File: src/rtl/shift_seq_arb_4b.sv
// ---------------------------------------------------------------------------
// shift_seq_arb_4b
//   Round-robin arbiter and sequencer for the 4-bit shift datapath. Two
//   requesters submit (operand, direction, amount) jobs. The granted job is
//   shifted one bit per clock in an internal register. The result is then
//   returned on dout with a one-cycle done pulse to the owning requester.
//
// Ports
//   clk            system clock, rising edge
//   rst            synchronous reset, active high
//   req_a/req_b    job request levels
//   dir_a/dir_b    0 = logical right, 1 = logical left
//   amt_a/amt_b    shift amount (clamped to WIDTH)
//   din_a/din_b    operand
//   gnt_a/gnt_b    one-cycle pulse, job accepted
//   done_a/done_b  one-cycle pulse, result valid on dout
//   dout           result of last completed job (held between jobs)
//   busy           high in SHIFT and DONE
//   owner          0 = A, 1 = B; current or last granted requester
// ---------------------------------------------------------------------------
module shift_seq_arb_4b #(
   parameter int WIDTH = 4,
   parameter int AMT_W = 3
) (
   input  logic             clk,
   input  logic             rst,
   input  logic             req_a,
   input  logic             dir_a,
   input  logic [AMT_W-1:0] amt_a,
   input  logic [WIDTH-1:0] din_a,
   input  logic             req_b,
   input  logic             dir_b,
   input  logic [AMT_W-1:0] amt_b,
   input  logic [WIDTH-1:0] din_b,
   output logic             gnt_a,
   output logic             gnt_b,
   output logic             done_a,
   output logic             done_b,
   output logic [WIDTH-1:0] dout,
   output logic             busy,
   output logic             owner
);

   typedef enum logic [1:0] {S_IDLE, S_SHIFT, S_DONE} state_t;

   state_t             r_state;
   state_t             w_next;

   logic [WIDTH-1:0]   r_sreg;
   logic [AMT_W-1:0]   r_cnt;
   logic               r_dir;
   logic               r_owner;
   logic               r_last_b;   // 1 = B was served last, so A wins a tie
   logic [WIDTH-1:0]   r_dout;
   logic               r_gnt_a;
   logic               r_gnt_b;
   logic               r_done_a;
   logic               r_done_b;

   logic               w_req;
   logic               w_pick_b;
   logic [AMT_W-1:0]   w_amt;
   logic [AMT_W-1:0]   w_amt_clamp;

   assign w_req       = req_a | req_b;
   // B wins when alone, or when both request and A was served last.
   assign w_pick_b    = req_b & (~req_a | ~r_last_b);
   assign w_amt       = w_pick_b ? amt_b : amt_a;
   assign w_amt_clamp = (w_amt > AMT_W'(WIDTH)) ? AMT_W'(WIDTH) : w_amt;

   // state register
   always_ff @(posedge clk) begin
      if (rst) r_state <= S_IDLE;
      else     r_state <= w_next;
   end

   // next-state logic
   always_comb begin
      w_next = r_state;
      case (r_state)
         S_IDLE:  if (w_req) w_next = S_SHIFT;
         S_SHIFT: if (r_cnt == '0) w_next = S_DONE;
         S_DONE:  w_next = S_IDLE;
         default: w_next = S_IDLE;
      endcase
   end

   // datapath and registered pulses
   always_ff @(posedge clk) begin
      if (rst) begin
         r_sreg   <= '0;
         r_cnt    <= '0;
         r_dir    <= 1'b0;
         r_owner  <= 1'b0;
         r_last_b <= 1'b1;
         r_dout   <= '0;
         r_gnt_a  <= 1'b0;
         r_gnt_b  <= 1'b0;
         r_done_a <= 1'b0;
         r_done_b <= 1'b0;
      end else begin
         r_gnt_a  <= 1'b0;
         r_gnt_b  <= 1'b0;
         r_done_a <= 1'b0;
         r_done_b <= 1'b0;
         case (r_state)
            S_IDLE: begin
               if (w_req) begin
                  r_owner <= w_pick_b;
                  r_gnt_a <= ~w_pick_b;
                  r_gnt_b <= w_pick_b;
                  r_sreg  <= w_pick_b ? din_b : din_a;
                  r_dir   <= w_pick_b ? dir_b : dir_a;
                  r_cnt   <= w_amt_clamp;
               end
            end
            S_SHIFT: begin
               if (r_cnt != '0) begin
                  r_sreg <= r_dir ? {r_sreg[WIDTH-2:0], 1'b0}
                                  : {1'b0, r_sreg[WIDTH-1:1]};
                  r_cnt  <= r_cnt - 1'b1;
               end else begin
                  r_dout   <= r_sreg;
                  r_done_a <= ~r_owner;
                  r_done_b <= r_owner;
               end
            end
            S_DONE:  r_last_b <= r_owner;
            default: ;
         endcase
      end
   end

   assign gnt_a  = r_gnt_a;
   assign gnt_b  = r_gnt_b;
   assign done_a = r_done_a;
   assign done_b = r_done_b;
   assign dout   = r_dout;
   assign busy   = (r_state != S_IDLE);
   assign owner  = r_owner;

endmodule
File: config.mk
export PLATFORM = sky130hd
export DESIGN_NAME = shift_seq_arb_4b
export DESIGN_NICKNAME = d
export VERILOG_FILES = /design/src/rtl/shift_seq_arb_4b.sv
export SDC_FILE = /design/constraint.sdc
export NUM_CORES = 1
export LEC_CHECK = 0
export CAP_MARGIN = 20
export CELL_PAD_IN_SITES_DETAIL_PLACEMENT = 0
export CELL_PAD_IN_SITES_GLOBAL_PLACEMENT = 2
export CORE_MARGIN = 4
export CORE_UTILIZATION = 27
export CTS_CLUSTER_DIAMETER = 40
export DETAILED_ROUTE_END_ITERATION = 16
export HOLD_SLACK_MARGIN = 0.08
export PLACE_DENSITY = 0.75
export SLEW_MARGIN = 20
export SYNTH_ARGS = -nofsm -noshare
export SYNTH_HDL_FRONTEND = slang
export SYNTH_SLANG_ARGS = --single-unit
File: constraint.sdc
create_clock -name clk -period 1.55 [get_ports clk]
set_clock_uncertainty 0.1 [all_clocks]
set_input_delay 0.155 -clock clk [delete_from_list [all_inputs] [get_ports clk]]
set_output_delay 0.155 -clock clk [all_outputs]
set_load 0.01 [all_outputs]
Yosys cells after proc, flatten, opt, wreduce, memory -nomap -nowiden
Index checks and enable logic that the tools add are counted.

word-level totals
  bits in registers = 20
  input port bits = 20
  output and inout port bits = 10
  word-level logic and storage cells = 54

cells by class
  add/sub/neg operators = 1
  order comparisons = 1
  equal/unequal tests = 5
  mux-type cells = 14
  bitwise logic cells = 11
  reduce and logical (&&, ||, !) cells = 11

operators by type and width
  cell                                                                 number
  4-bit two-way mux                                                    4
  3-bit two-way mux                                                    4
  1-bit NOT                                                            8
  4-bit case mux with 2 select lines                                   1
  2-bit != test (second input constant)                                3
  3-bit case mux with 2 select lines                                   1
  2-bit AND reduction                                                  3
  3-bit OR reduction                                                   2
  2-bit two-way mux                                                    2
  2-bit case mux with 2 select lines                                   1
  2-bit nonzero test                                                   2
  3-bit greater-than comparator (second input constant)                1
  3-bit zero test                                                      1
  3-bit AND reduction                                                  1
  3-bit nonzero test                                                   1
  3-bit by 1-bit subtractor with 3-bit output (second input constant)  1
  2-bit by 1-bit == test with 1-bit output (second input constant)     1
  2-bit == test (second input constant)                                1
  2-bit zero test                                                      1
  1-bit bitwise OR                                                     2
  1-bit bitwise AND                                                    1
  1-bit two-way mux                                                    1

Longest topological paths before layout
  depth in word-level cells = 8
  depth in mapped cells = 7
  mapped depth without buffers = 6

Worst setup path before layout
Ideal clock, no wire load.

  path kind = register to register
  from = reg r_cnt[0]
  to = reg r_cnt[2]
  setup time = 86 ps
  arrival time = 1221 ps
  required time = 1364 ps
  path slack = 143 ps
  stages on the path, launching flop included = 7
  buffers on the path = 1
  clock period less this slack = 1407 ps
  cells stage by stage = dfxtp_1 > inv_1 > ha_1 > nor2b_1 > o22ai_4 > buf_6 > a221oi_2

between the ends
  longest elaborated chain between the ends = 3
  elaborated cells between the ends (all ways) = 6
  those cells by class = add/sub (1); eq/ne (1); mux (2); reduce/logical (2)

RTL lines
  what                                                                                      line      RTL
  from (decl)                                                                               50        logic [AMT_W-1:0] r_cnt;
  from (signal assigned)                                                                    114       r_cnt <= w_amt_clamp;
  from (signal assigned)                                                                    121       r_cnt <= r_cnt - 1'b1;
  3-bit by 1-bit subtractor with 3-bit output / 3-bit nonzero test (equally long branches)  121, 118
  3-bit two-way mux / 2-bit != test (equally long branches)                                 --
  3-bit case mux with 2 select lines / 3-bit AND reduction (equally long branches)          --

Parallel ways exist; a longest one is shown, timed or not. The select of a mux whose other input is x is not followed.
A chain may end at the register's enable or synchronous reset.

Worst setup path in the final report
  from = in req_a
  to = reg r_sreg[1]

between the ends
  longest elaborated chain between the ends = 6
  elaborated cells between the ends (all ways) = 9
  those cells by class = eq/ne (1); mux (3); bitwise (4); reduce/logical (1)

RTL lines
  what                                line  RTL
  from (decl)                         27    input logic req_a,
  1-bit NOT                           67    assign w_pick_b = req_b & (~req_a | ~r_last_b);
  1-bit bitwise OR                    67
  1-bit bitwise AND                   67
  4-bit two-way mux                   112   r_sreg <= w_pick_b ? din_b : din_a;
  4-bit two-way mux                   108   if (w_req) begin
  4-bit case mux with 2 select lines  106   case (r_state)
  to (signal assigned)                112
  to (signal assigned)                119   r_sreg <= r_dir ? {r_sreg[WIDTH-2:0], 1'b0}
  to (decl)                           49    logic [WIDTH-1:0] r_sreg;

Parallel ways exist; a longest one is shown, timed or not. The select of a mux whose other input is x is not followed.

==> results.ini <==
[critical_path]
r2r_cells = 5
r2r_slack_ps = 130
cp_slowest_stage_delay_ps = 460
r2r-end = r_sreg[1]$_SDFFE_PP0P_
cp.required_ps = 1590
worstPathCellList = clkdlybuf4s50_1 -> a21boi_4 -> buf_12 -> mux2_2 -> o211ai_2 -> a21oi_2
worstPathMaxFanout = 6
critPathCapture = r_sreg[1]$_SDFFE_PP0P_
worst_path_dominant_cell_family = buffers and inverters
crit_arrival_ps = 1540
cp-startpoint = req_a
path_class = in -> reg
crit_slowest_cell = clkdlybuf4s50_1
crit_cells = 6
critPathBufInv = 2
reg2reg_from = r_last_b$_SDFFE_PP1N_
critical_path.endpoint_type = flip-flop
crit_path_start_kind = primary input

[power]
internal-power_mw = 1.15
ir_drop_uv = 359
switchingPower_uw = 492
clkPwrFrac_pct = 23.6
seqPwrFrac_pct = 39.3
p_comb_share_pct = 37.1
p_leak_nw = 0.582
total_power_mw = 1.64
pwr_density_cell_nw_per_um2 = 1080
switching_share_pct = 30.0

[timing]
setup_viol = 0
fin_crit_ps = 1500
finalMaxSlewViolations = 0
finalCritPeriodShare_pct = 96.7
worstMarginPinSlew_ps = 284
fmax_ghz = 0.667
relSlewSlack_pct = 80.7
rsz0062_at_grt = no
finalHoldViolCount = 0

[synth]
synth_nets = 127
synthDistinctLibCells = 32
syn_area_sq_um = 992
synth_xor_area_share_pct = 0
ys_ff_latch = 20
synth_adder_area_share_pct = 2.52
yosysWarnings = 0
synthCells = 105
synth.area.mux_share_pct = 9.71
ys_seq_area_share_pct = 40.4
synth_compound_area_share_pct = 21.1
synthSimpleGateAreaFrac_pct = 21.2
avgSynthCellArea_sq_um = 9.45
synth_top_family_by_area = simple AND/OR/NAND/NOR gates

[outcome]
outcome = completed

[routing]
routed_via_density = 4.58
routedWlPerCell_um = 12.5
ant_nets = 0
dr.pass1.iters = 4
totalWireLength_mm = 2.40
route.detailed.drc = 0
vias = 879
drt-initial-drc-count = 35

[layout]
synthToLayoutAreaGrowth_pct = 53.0
fillers = 351
stdcell_area_sq_um = 1520
antennaDiodeCount = 0
fin_nets = 169
layout-drive-gt1-share_pct = 26.7

[die]
dieHeight_um = 68.6
coreArea_sq_um = 3440
die_w_um = 68.6
num_rows = 21
die_area_sq_um = 4710
start_util_pct = 28.8
pin_count = 30

[cts]
cts_buffers = 3
clk_pin_slew_ps = 70
cts_max_path_buffers = 2
clk_root_buffer_cell = clkbuf_8
clock-sinks = 20
clk_latency_ps = 250
htreeDepth = 1
cts_tree = done

[global_route]
grt_pass1_vias = 945
grt_usage_pct = 11.6
grt_max_degree = 13
grt_pass1_wl_mm = 4.11
grt.overflow.total = 0
antenna_found_initial = 0

[place]
post_dp_cell_area_sq_um = 1390
gp_congestion = 0.701
io_buffers = 29
dpl.hpwl_mm = 1.81

[flow_run]
max_cap_viol_count = 0

[min_path]
hold_path_class = reg -> reg

worst min path at each step:
stage,startpoint,endpoint,slack (ps),cells after the start
6_report,dout[2]$_SDFFE_PP0P_,dout[2]$_SDFFE_PP0P_,360,2
5_1_grt,dout[3]$_SDFFE_PP0P_,dout[3]$_SDFFE_PP0P_,380,2
4_1_cts,dout[2]$_SDFFE_PP0P_,dout[2]$_SDFFE_PP0P_,360,2
3_5_place_dp,dout[2]$_SDFFE_PP0P_,dout[2]$_SDFFE_PP0P_,350,2
3_3_place_gp,dout[2]$_SDFFE_PP0P_,dout[2]$_SDFFE_PP0P_,350,2
2_1_floorplan,rst,r_state[1]$_SDFFE_PP0P_,130,1
cells by family after synthesis:
logic type | after synthesis
buf+inv | 10
mux | 9
compound gates | 23
simple gates | 41
flops | 20
fa+ha+maj | 2
tightest hold or removal path: stages, from the launching register on:
cell and delay, ps:
dfxtp_1 310, nand2_1 50, a21oi_1 50
cells in the mapped netlist (all sizes together):
library cell / number / area [sq um]
and2b: 2 / 15.0
nor3: 2 / 10.0
a311oi: 3 / 26.3
o21ai: 1 / 8.76
o32ai: 2 / 17.5
nor3b: 4 / 30.0
o211ai: 2 / 25.0
ha: 2 / 25.0
nor2: 6 / 22.5
nand2b: 3 / 18.8
a211oi: 1 / 7.51
nand3: 3 / 15.0
o311ai: 1 / 8.76
inv: 4 / 15.0
a211o: 1 / 8.76
a21boi: 1 / 18.8
dfxtp: 20 / 400
and2: 2 / 12.5
clkbuf: 2 / 7.51
nor2b: 3 / 18.8
mux2: 5 / 56.3
or2: 2 / 15.0
a21oi: 9 / 52.6
nand2: 14 / 52.6
mux2i: 4 / 40.0
o22ai: 1 / 20.0
a221oi: 1 / 15.0
buf: 4 / 28.8
cell type report:
| class | instances | area [sq um] | share of cell area, % |
|---|---|---|---|
| timing repair buffer | 43 | 434 | 28.6 |
| inverter | 4 | 15.0 | 0.989 |
| tap | 46 | 57.6 | 3.79 |
| multi-input combinational | 75 | 554 | 36.5 |
| clock buffer | 4 | 55.1 | 3.63 |
| sequential | 20 | 402 | 26.5 |
timing repair:
item                                    in CTS  in global routing
resized for setup                            5                  9
cloned                                       0                  1
hold endpoints to repair                     0                  0
buffers inserted                             1                  1
endpoints found under the setup margin       7                  9
pin swaps                                    0                  5
hold buffers                                 0                  0
metrics by stage:
stage	hold WS, ps	setup WS [ps]	cells	util [%]	TNS (ps)
after global routing	381	0.751	192	44.1	0
after CTS	360	2.76	191	43.0	0
after detailed placement	350	-335	186	40.5	-2670
final	360	51.6	192	44.1	0
after floorplan	135	143	105	-	0
after global placement	345	-298	186	40.5	-2560
state kept, by name, summed over array words and instances, names as in the netlist:
signal	flops
dout	4
r_sreg	4
r_cnt	3
r_state	2
done_a	1
done_b	1
gnt_a	1
gnt_b	1
owner	1
r_dir	1
r_last_b	1
layout by cell type, fill, tap and decap left out, types with 2 or more instances in the layout:
master and count:
nand3_1 3, o211ai_2 2, clkdlybuf4s50_1 27, a21oi_1 7, o32ai_1 2, a21oi_2 2, nand2_1 13, mux2i_1 4
mux2_2 5, a311oi_1 3, inv_2 2, nor2b_1 2, nor2_1 6, clkbuf_8 4, and2_1 2, dfxtp_1 19
nor3b_1 4, nor3_1 2, buf_6 2, buf_4 10, nand2b_1 3, inv_1 2
layer usage:
metal / up-vias / GRT usage (%) / share of wire (%)
met3: 2 / 2.76 / 6.7
met4: 0 / 5.21 / 0.88
li1: 452 / - / -
met2: 25 / 18.6 / 43
met5: - / 0 / 0
met1: 400 / 14.7 / 49
power by group through the flow:
stage	sequential (mW)	clock, mW	combinational, mW
after floorplan	0.643	0	0.357
after global placement	0.647	0	0.576
after detailed placement	0.650	0	0.579
after CTS	0.640	0.406	0.600
after global routing	0.653	0.432	0.680
final	0.645	0.386	0.609
No activity file was read; power rests on OpenSTA's default activity.
